<file path="src/rtl/dense_pkg.sv">
// dense_pkg: types and constants shared by the dense-layer feeder blocks.
package dense_pkg;

    localparam int DENSE_N           = 16;
    localparam int DENSE_LANES       = 4;
    localparam int DENSE_ADDR_W      = 12;
    localparam int DENSE_MAC_LATENCY = 1;
    localparam int DRAIN_CNT_W       = 4;

    typedef enum logic [1:0] {
        IDLE,
        RUN,
        DRAIN,
        OUT
    } feeder_state_e;

    // DRAIN counts down from this value to zero, so its length tracks the MAC latency.
    function automatic logic [DRAIN_CNT_W-1:0] drain_preset();
        return DRAIN_CNT_W'(DENSE_MAC_LATENCY - 1);
    endfunction

endpackage

</file>
<file path="src/rtl/dense_feeder_if.sv">
// dense_feeder_if: activation stream, weight memory, MAC array and result
// port bundled together. The feeder is the slave side.
interface dense_feeder_if
    import dense_pkg::*;
#(
    parameter int N     = DENSE_N,
    parameter int Lanes = DENSE_LANES,
    parameter int AddrW = DENSE_ADDR_W
);

    logic [N-1:0]       act_i;
    logic               act_valid_i;
    logic               act_ready_o;
    logic               wmem_req_o;
    logic [AddrW-1:0]   wmem_addr_o;
    logic [Lanes*N-1:0] wmem_data_i;
    logic               en_o;
    logic               accumulate_o;
    logic [Lanes*N-1:0] value_o;
    logic [Lanes*N-1:0] weight_o;
    logic [Lanes*N-1:0] dense_i;
    logic [Lanes*N-1:0] res_o;
    logic               res_valid_o;
    logic               res_ready_i;

    modport slave (
        input  act_i, act_valid_i, wmem_data_i, dense_i, res_ready_i,
        output act_ready_o, wmem_req_o, wmem_addr_o, en_o, accumulate_o,
               value_o, weight_o, res_o, res_valid_o
    );

    modport master (
        output act_i, act_valid_i, wmem_data_i, dense_i, res_ready_i,
        input  act_ready_o, wmem_req_o, wmem_addr_o, en_o, accumulate_o,
               value_o, weight_o, res_o, res_valid_o
    );

endinterface

</file>
<file path="src/rtl/dense_step_pipe.sv">
// dense_step_pipe: stage-A to stage-B register pair. Holds the accepted
// activation while its weight row is read, and produces the MAC enable and
// the accumulate/clear control for that step.
module dense_step_pipe
    import dense_pkg::*;
#(
    parameter int N = DENSE_N
) (
    input  logic         clk,
    input  logic         rst_n,
    input  logic         fire,
    input  logic [N-1:0] act,
    input  logic         first_step,
    output logic         step_valid,
    output logic         accumulate,
    output logic [N-1:0] act_hold
);

    // Capture each handshake; valid lasts one cycle while data and accumulate hold through bubbles.
    always_ff @(posedge clk or negedge rst_n) begin
        if (!rst_n) begin
            step_valid <= 1'b0;
            accumulate <= 1'b0;
            act_hold   <= '0;
        end else begin
            step_valid <= fire;
            if (fire) begin
                act_hold   <= act;
                accumulate <= ~first_step;
            end
        end
    end

endmodule

</file>
<file path="src/rtl/dense_feeder.sv">
// dense_feeder: streams K activations into the dense layer, one weight row
// per step, then captures the accumulators and offers them on a valid/ready
// result port.
module dense_feeder
    import dense_pkg::*;
#(
    parameter int N     = DENSE_N,
    parameter int Lanes = DENSE_LANES,
    parameter int AddrW = DENSE_ADDR_W
) (
    input  logic             clk_i,
    input  logic             rst_ni,
    input  logic             start_i,
    input  logic [AddrW-1:0] len_i,
    input  logic [AddrW-1:0] base_i,
    output logic             busy_o,
    output logic             done_o,
    dense_feeder_if.slave    bus
);

    feeder_state_e          state;
    logic [AddrW-1:0]       len_q;
    logic [AddrW-1:0]       addr_q;
    logic [AddrW:0]         k_q;
    logic                   ready_q;
    logic                   res_valid_q;
    logic                   done_zero_q;
    logic [DRAIN_CNT_W-1:0] drain_cnt;
    logic [Lanes*N-1:0]     res_q;

    logic                   fire;
    logic                   last_step_b;
    logic                   step_valid;
    logic                   step_accumulate;
    logic [N-1:0]           act_hold;

    assign fire        = bus.act_valid_i & ready_q;
    assign last_step_b = step_valid & (k_q == {1'b0, len_q});

    dense_step_pipe #(
        .N(N)
    ) u_step_pipe (
        .clk        (clk_i),
        .rst_n      (rst_ni),
        .fire       (fire),
        .act        (bus.act_i),
        .first_step (k_q == '0),
        .step_valid (step_valid),
        .accumulate (step_accumulate),
        .act_hold   (act_hold)
    );

    assign bus.act_ready_o  = ready_q;
    assign bus.wmem_req_o   = fire;
    assign bus.wmem_addr_o  = addr_q;
    assign bus.en_o         = step_valid;
    assign bus.accumulate_o = step_accumulate;
    assign bus.value_o      = {Lanes{act_hold}};
    assign bus.weight_o     = step_valid ? bus.wmem_data_i : '0;
    assign bus.res_o        = res_q;
    assign bus.res_valid_o  = res_valid_q;
    assign busy_o           = (state != IDLE);
    assign done_o           = done_zero_q | (res_valid_q & bus.res_ready_i);

    // Pass sequencer: latches the job, walks the weight rows, waits out the MAC latency and holds the result.
    always_ff @(posedge clk_i or negedge rst_ni) begin
        if (!rst_ni) begin
            state       <= IDLE;
            len_q       <= '0;
            addr_q      <= '0;
            k_q         <= '0;
            ready_q     <= 1'b0;
            res_valid_q <= 1'b0;
            done_zero_q <= 1'b0;
            drain_cnt   <= '0;
            res_q       <= '0;
        end else begin
            done_zero_q <= 1'b0;
            case (state)
                IDLE: begin
                    if (start_i) begin
                        if (len_i == '0) begin
                            done_zero_q <= 1'b1;
                        end else begin
                            state   <= RUN;
                            len_q   <= len_i;
                            addr_q  <= base_i;
                            k_q     <= '0;
                            ready_q <= 1'b1;
                        end
                    end
                end
                RUN: begin
                    if (fire) begin
                        addr_q  <= addr_q + 1'b1;
                        k_q     <= k_q + 1'b1;
                        ready_q <= ((k_q + 1'b1) < {1'b0, len_q});
                    end
                    if (last_step_b) begin
                        state     <= DRAIN;
                        drain_cnt <= drain_preset();
                    end
                end
                DRAIN: begin
                    if (drain_cnt == '0) begin
                        res_q       <= bus.dense_i;
                        res_valid_q <= 1'b1;
                        state       <= OUT;
                    end else begin
                        drain_cnt <= drain_cnt - 1'b1;
                    end
                end
                OUT: begin
                    if (bus.res_ready_i) begin
                        res_valid_q <= 1'b0;
                        state       <= IDLE;
                    end
                end
                default: begin
                    state <= IDLE;
                end
            endcase
        end
    end

endmodule

</file>
<file path="src/flat_wrapper.sv">
// flat-port wrapper written by rule: the top's interface ports become plain ports
module dense_feeder_flat import dense_pkg::*;
#(
    parameter int N     = DENSE_N,
    parameter int Lanes = DENSE_LANES,
    parameter int AddrW = DENSE_ADDR_W
)
  (clk_i, rst_ni, start_i, len_i, base_i, busy_o, done_o, bus_act_i, bus_act_valid_i, bus_wmem_data_i, bus_dense_i, bus_res_ready_i, bus_act_ready_o, bus_wmem_req_o, bus_wmem_addr_o, bus_en_o, bus_accumulate_o, bus_value_o, bus_weight_o, bus_res_o, bus_res_valid_o);
  dense_feeder_if #(.N(N), .Lanes(Lanes), .AddrW(AddrW)) bus_i ();
  input  logic clk_i;
  input  logic rst_ni;
  input  logic start_i;
  input  logic [AddrW-1:0] len_i;
  input  logic [AddrW-1:0] base_i;
  output logic busy_o;
  output logic done_o;
  input wire logic [$bits(bus_i.act_i)-1:0] bus_act_i;
  input wire logic [$bits(bus_i.act_valid_i)-1:0] bus_act_valid_i;
  input wire logic [$bits(bus_i.wmem_data_i)-1:0] bus_wmem_data_i;
  input wire logic [$bits(bus_i.dense_i)-1:0] bus_dense_i;
  input wire logic [$bits(bus_i.res_ready_i)-1:0] bus_res_ready_i;
  output wire logic [$bits(bus_i.act_ready_o)-1:0] bus_act_ready_o;
  output wire logic [$bits(bus_i.wmem_req_o)-1:0] bus_wmem_req_o;
  output wire logic [$bits(bus_i.wmem_addr_o)-1:0] bus_wmem_addr_o;
  output wire logic [$bits(bus_i.en_o)-1:0] bus_en_o;
  output wire logic [$bits(bus_i.accumulate_o)-1:0] bus_accumulate_o;
  output wire logic [$bits(bus_i.value_o)-1:0] bus_value_o;
  output wire logic [$bits(bus_i.weight_o)-1:0] bus_weight_o;
  output wire logic [$bits(bus_i.res_o)-1:0] bus_res_o;
  output wire logic [$bits(bus_i.res_valid_o)-1:0] bus_res_valid_o;
  assign bus_i.act_i = bus_act_i;
  assign bus_i.act_valid_i = bus_act_valid_i;
  assign bus_i.wmem_data_i = bus_wmem_data_i;
  assign bus_i.dense_i = bus_dense_i;
  assign bus_i.res_ready_i = bus_res_ready_i;
  assign bus_act_ready_o = bus_i.act_ready_o;
  assign bus_wmem_req_o = bus_i.wmem_req_o;
  assign bus_wmem_addr_o = bus_i.wmem_addr_o;
  assign bus_en_o = bus_i.en_o;
  assign bus_accumulate_o = bus_i.accumulate_o;
  assign bus_value_o = bus_i.value_o;
  assign bus_weight_o = bus_i.weight_o;
  assign bus_res_o = bus_i.res_o;
  assign bus_res_valid_o = bus_i.res_valid_o;
  dense_feeder #(.N(N), .Lanes(Lanes), .AddrW(AddrW)) u_core (.clk_i(clk_i), .rst_ni(rst_ni), .start_i(start_i), .len_i(len_i), .base_i(base_i), .busy_o(busy_o), .done_o(done_o), .bus(bus_i));
endmodule
</file>
<file path="config.mk">
export PLATFORM = sky130hd
export DESIGN_NAME = dense_feeder_flat
export DESIGN_NICKNAME = d
export VERILOG_FILES = /design/src/rtl/dense_pkg.sv /design/src/rtl/dense_feeder_if.sv /design/src/rtl/dense_step_pipe.sv /design/src/rtl/dense_feeder.sv /design/src/flat_wrapper.sv
export SDC_FILE = /design/constraint.sdc
export NUM_CORES = 1
export LEC_CHECK = 0
export ABC_AREA = 1
export CORE_AREA = 2 2 149 151
export DETAILED_ROUTE_END_ITERATION = 8
export DIE_AREA = 0 0 151 153
export HOLD_SLACK_MARGIN = 0.03
export PLACE_DENSITY = 0.73
export RECOVER_POWER = 25
export SLEW_MARGIN = 25
export SYNTH_ARGS = -nofsm -noshare
export SYNTH_HDL_FRONTEND = slang
export SYNTH_SLANG_ARGS = --single-unit
</file>
<file path="constraint.sdc">
create_clock -name clk_i -period 2.45 [get_ports clk_i]
set_input_delay 0.3675 -clock clk_i [delete_from_list [all_inputs] [get_ports clk_i]]
set_output_delay 0.3675 -clock clk_i [all_outputs]
set_load 0.1 [all_outputs]
</file>
==> results.yml <==
detailed_routing:
  drt_iter0_drc: 380
  vias: 6511
  antenna_left: 0
  wl_um: 23300
  drt_pass1_iterations: 5
  post-route-drc-count: 0
  viasPerCell: 4.50
  wl_per_cell_um: 16.1
global_route:
  grt_pass1_vias: 6612
  grt_first_pass_wirelength_um: 35900
  grt_max_degree: 66
  grt_overflow: 0
  antenna_found_initial: 1
  grtUsageTotal: 0.203
cells_and_area:
  layout.nets: 1349
  syn_to_final_growth_pct: 67.0
  drive_gt1_frac: 0.284
  final_common_cell: "nand2_1"
  mostFrequentLayoutCells: "nand2_1, clkdlybuf4s50_1, buf_4"
  fin_util: 0.548
floorplan:
  rows: 54
  io_pins: 384
  die_w_um: 151
  die_area_um2: 23100
  start_util: 0.328
  core_um2: 21500
  fp.dieH_um: 153
logic_synthesis:
  ys_seq_area_frac: 0.454
  syn_area_um2: 7050
  syn_inst: 813
  synth_nets: 1008
  synth_seq_cells: 128
  ys_types: 36
  ys_warn_count: 0
  avgSynthCellArea_um2: 8.67
timing:
  hold_ws_ps: 479
  post-route-period-util: 0.898
  tns_ps: 0
  tightest_slew_ps: 1190
  maxSlewViolCount: 0
  skew_ps: 10.4
  hold_viol: 0
  relSlewSlack: 0.204
  rsz0062_at_grt: "false"
  period_minus_slack_ps: 2200
  clock.fmax_mhz: 454
  finalSetupViolCount: 0
placement:
  place.gp.congestion: 0.899
  dp_hpwl_um: 18500
  port_buffers: 383
clocking:
  cts_tree: "yes"
  htreeDepth: 4
  path_clk_slew_ps: 70
  insertion_delay_ps: 430
  cts_sinks: 128
  cts_made_buffers: 17
  cts_root_buf: "clkbuf_16"
  post_cts_resized: 0
  cts_buffer_depth: 2
pwr:
  max-vdd-ir-drop_mv: 1.17
  total_power_mw: 17.5
  p_leak_nw: 5.97
  p_per_area_nw_per_um2: 1490
hold_path:
  worstHoldPathType: "in2reg"
status:
  status: "completed"
setup_path:
  cp.required_ps: 2770
  cp_slowest_cell: "dfrtp_1"
  crit_family: "simple AND/OR/NAND/NOR gates"
  cp_num_buf_inv: 1
  cp_common_cell: "nand2_1"
  startpoint_type: "flop"
  cp_data_arrival_time_ps: 2520
  end_kind: "flop"
  critical_path.cell_chain: "ha_1 -> nand2_1 -> nor3_1 -> nand2_1 -> xor2_1 -> ha_1 -> nand3_1 -> nor3_1 -> o21ai_0 -> nand3_1 -> nand2_1 -> nand2_1 -> inv_1"
  ff2ff_setup_slack_ps: 250
  cp_max_fo: 6
  max_stage_delay_ps: 440
  path_class: "reg2reg"
run:
  maxCapViolations: 0
## cells in the mapped netlist (all sizes together)
cell | instances | area share
nand2 | 238 | 0.13
dfrtp | 128 | 0.45
inv | 117 | 0.062
mux2 | 64 | 0.11
buf | 62 | 0.066
o21ai | 40 | 0.028
nor2 | 39 | 0.022
ha | 22 | 0.039
nand3 | 21 | 0.017
clkbuf | 13 | 0.0075
nor3 | 13 | 0.0099
xor2 | 12 | 0.015
a21oi | 10 | 0.0071
nand4 | 9 | 0.0080
xnor2 | 8 | 0.0099
a31oi | 3 | 0.0027
nor4 | 2 | 0.0018
o21bai | 2 | 0.0021
o22ai | 2 | 0.0018
or2 | 2 | 0.0018
a21o | 1 | 0.0011
and2 | 1 | 0.0012
clkinv | 1 | 0.00053
o211ai | 1 | 0.0011
o21a | 1 | 0.0011
o31ai | 1 | 0.0011
## worst paths after layout
| path | end | cells after the start | start |
|---|---|---|---|
| worst max-delay path | u_core.bus.act_ready_o | 13 | u_core.k_q[0] |
| worst min-delay path | u_core.u_step_pipe.act_hold[14] | 3 | bus_act_i[14] |
| worst max register to register | u_core.bus.act_ready_o | 13 | u_core.k_q[0] |
| max in group asynchronous | u_core.bus.res_o[33] | 3 | rst_ni |
| min in group asynchronous | u_core.bus.res_o[31] | 2 | rst_ni |
| worst min register to register | u_core.drain_cnt[0] | 2 | u_core.drain_cnt[0] |
## report_power, final
| group | total (mW) | internal [mW] | switching, mW |
|---|---|---|---|
| registers | 3.61 | 2.98 | 0.634 |
| logic | 11.4 | 2.93 | 8.47 |
| clock network | 2.52 | 1.46 | 1.06 |
## state kept, by name, indices dropped and copies added, names as in the netlist
signal	count
u_core.bus.res_o	64
u_core.u_step_pipe.act_hold	16
u_core.k_q	13
u_core.bus.wmem_addr_o	12
u_core.len_q	12
u_core.drain_cnt	4
u_core.state	2
u_core.bus.act_ready_o	1
u_core.bus.res_valid_o	1
u_core.done_zero_q	1
u_core.u_step_pipe.accumulate	1
u_core.u_step_pipe.step_valid	1
## through the flow
step | area, um2 | cells | worst slack, ps
CTS | 11800 | 1447 | 258
finish | 11800 | 1448 | 249
floorplan | 7050 | 813 | 150
global placement | 11200 | 1414 | 334
global route | 11800 | 1448 | 20.9
detailed placement | 11200 | 1414 | 270
## kinds of logic (layout without fill, tap and decap cells)
kind of cell	after synthesis	count (layout)	share of synthesized area
XOR/XNOR	20	20	0.0248
buffers and inverters	193	547	0.136
other	0	1	0
adder cells (fa/ha/maj)	22	22	0.0390
AO/OA/AOI/OAI	61	61	0.0463
flip-flops	128	128	0.454
multiplexers	64	64	0.111
AND/OR/NAND/NOR	325	325	0.189
## routing by layer
metal  vias up  routed length (um)  global-route usage
met5         -                   0                   0
met4         0                 564              0.0694
met3        32                1970              0.0707
met2       277               12100               0.355
met1      3027                8750               0.230
li1       3175                   -                   -
## worst reg2reg max path, stage by stage (launching register included)
cell     delay (ps)
dfrtp_1         440
ha_1            180
nand2_1          50
nor3_1          270
nand2_1         110
xor2_1          170
ha_1            300
nand3_1         100
nor3_1          140
o21ai_0         100
nand3_1          90
nand2_1          60
nand2_1          60
inv_1            30
## cell type report
class                      instances  area [um2]
antenna                            1        2.50
clock buffer                      18         439
clock inverter                    14         144
fill                            1925        9710
inverter                         118         443
multi-input combinational        492        2900
sequential                       128        3200
tap                              280         350
timing repair buffer             397        4300
## timing repair
item                      4_1_cts  5_1_grt
buffers inserted                0        0
hold buffers                    1        0
hold endpoints to repair       42        0
No activity file was read; power rests on OpenSTA's default activity.
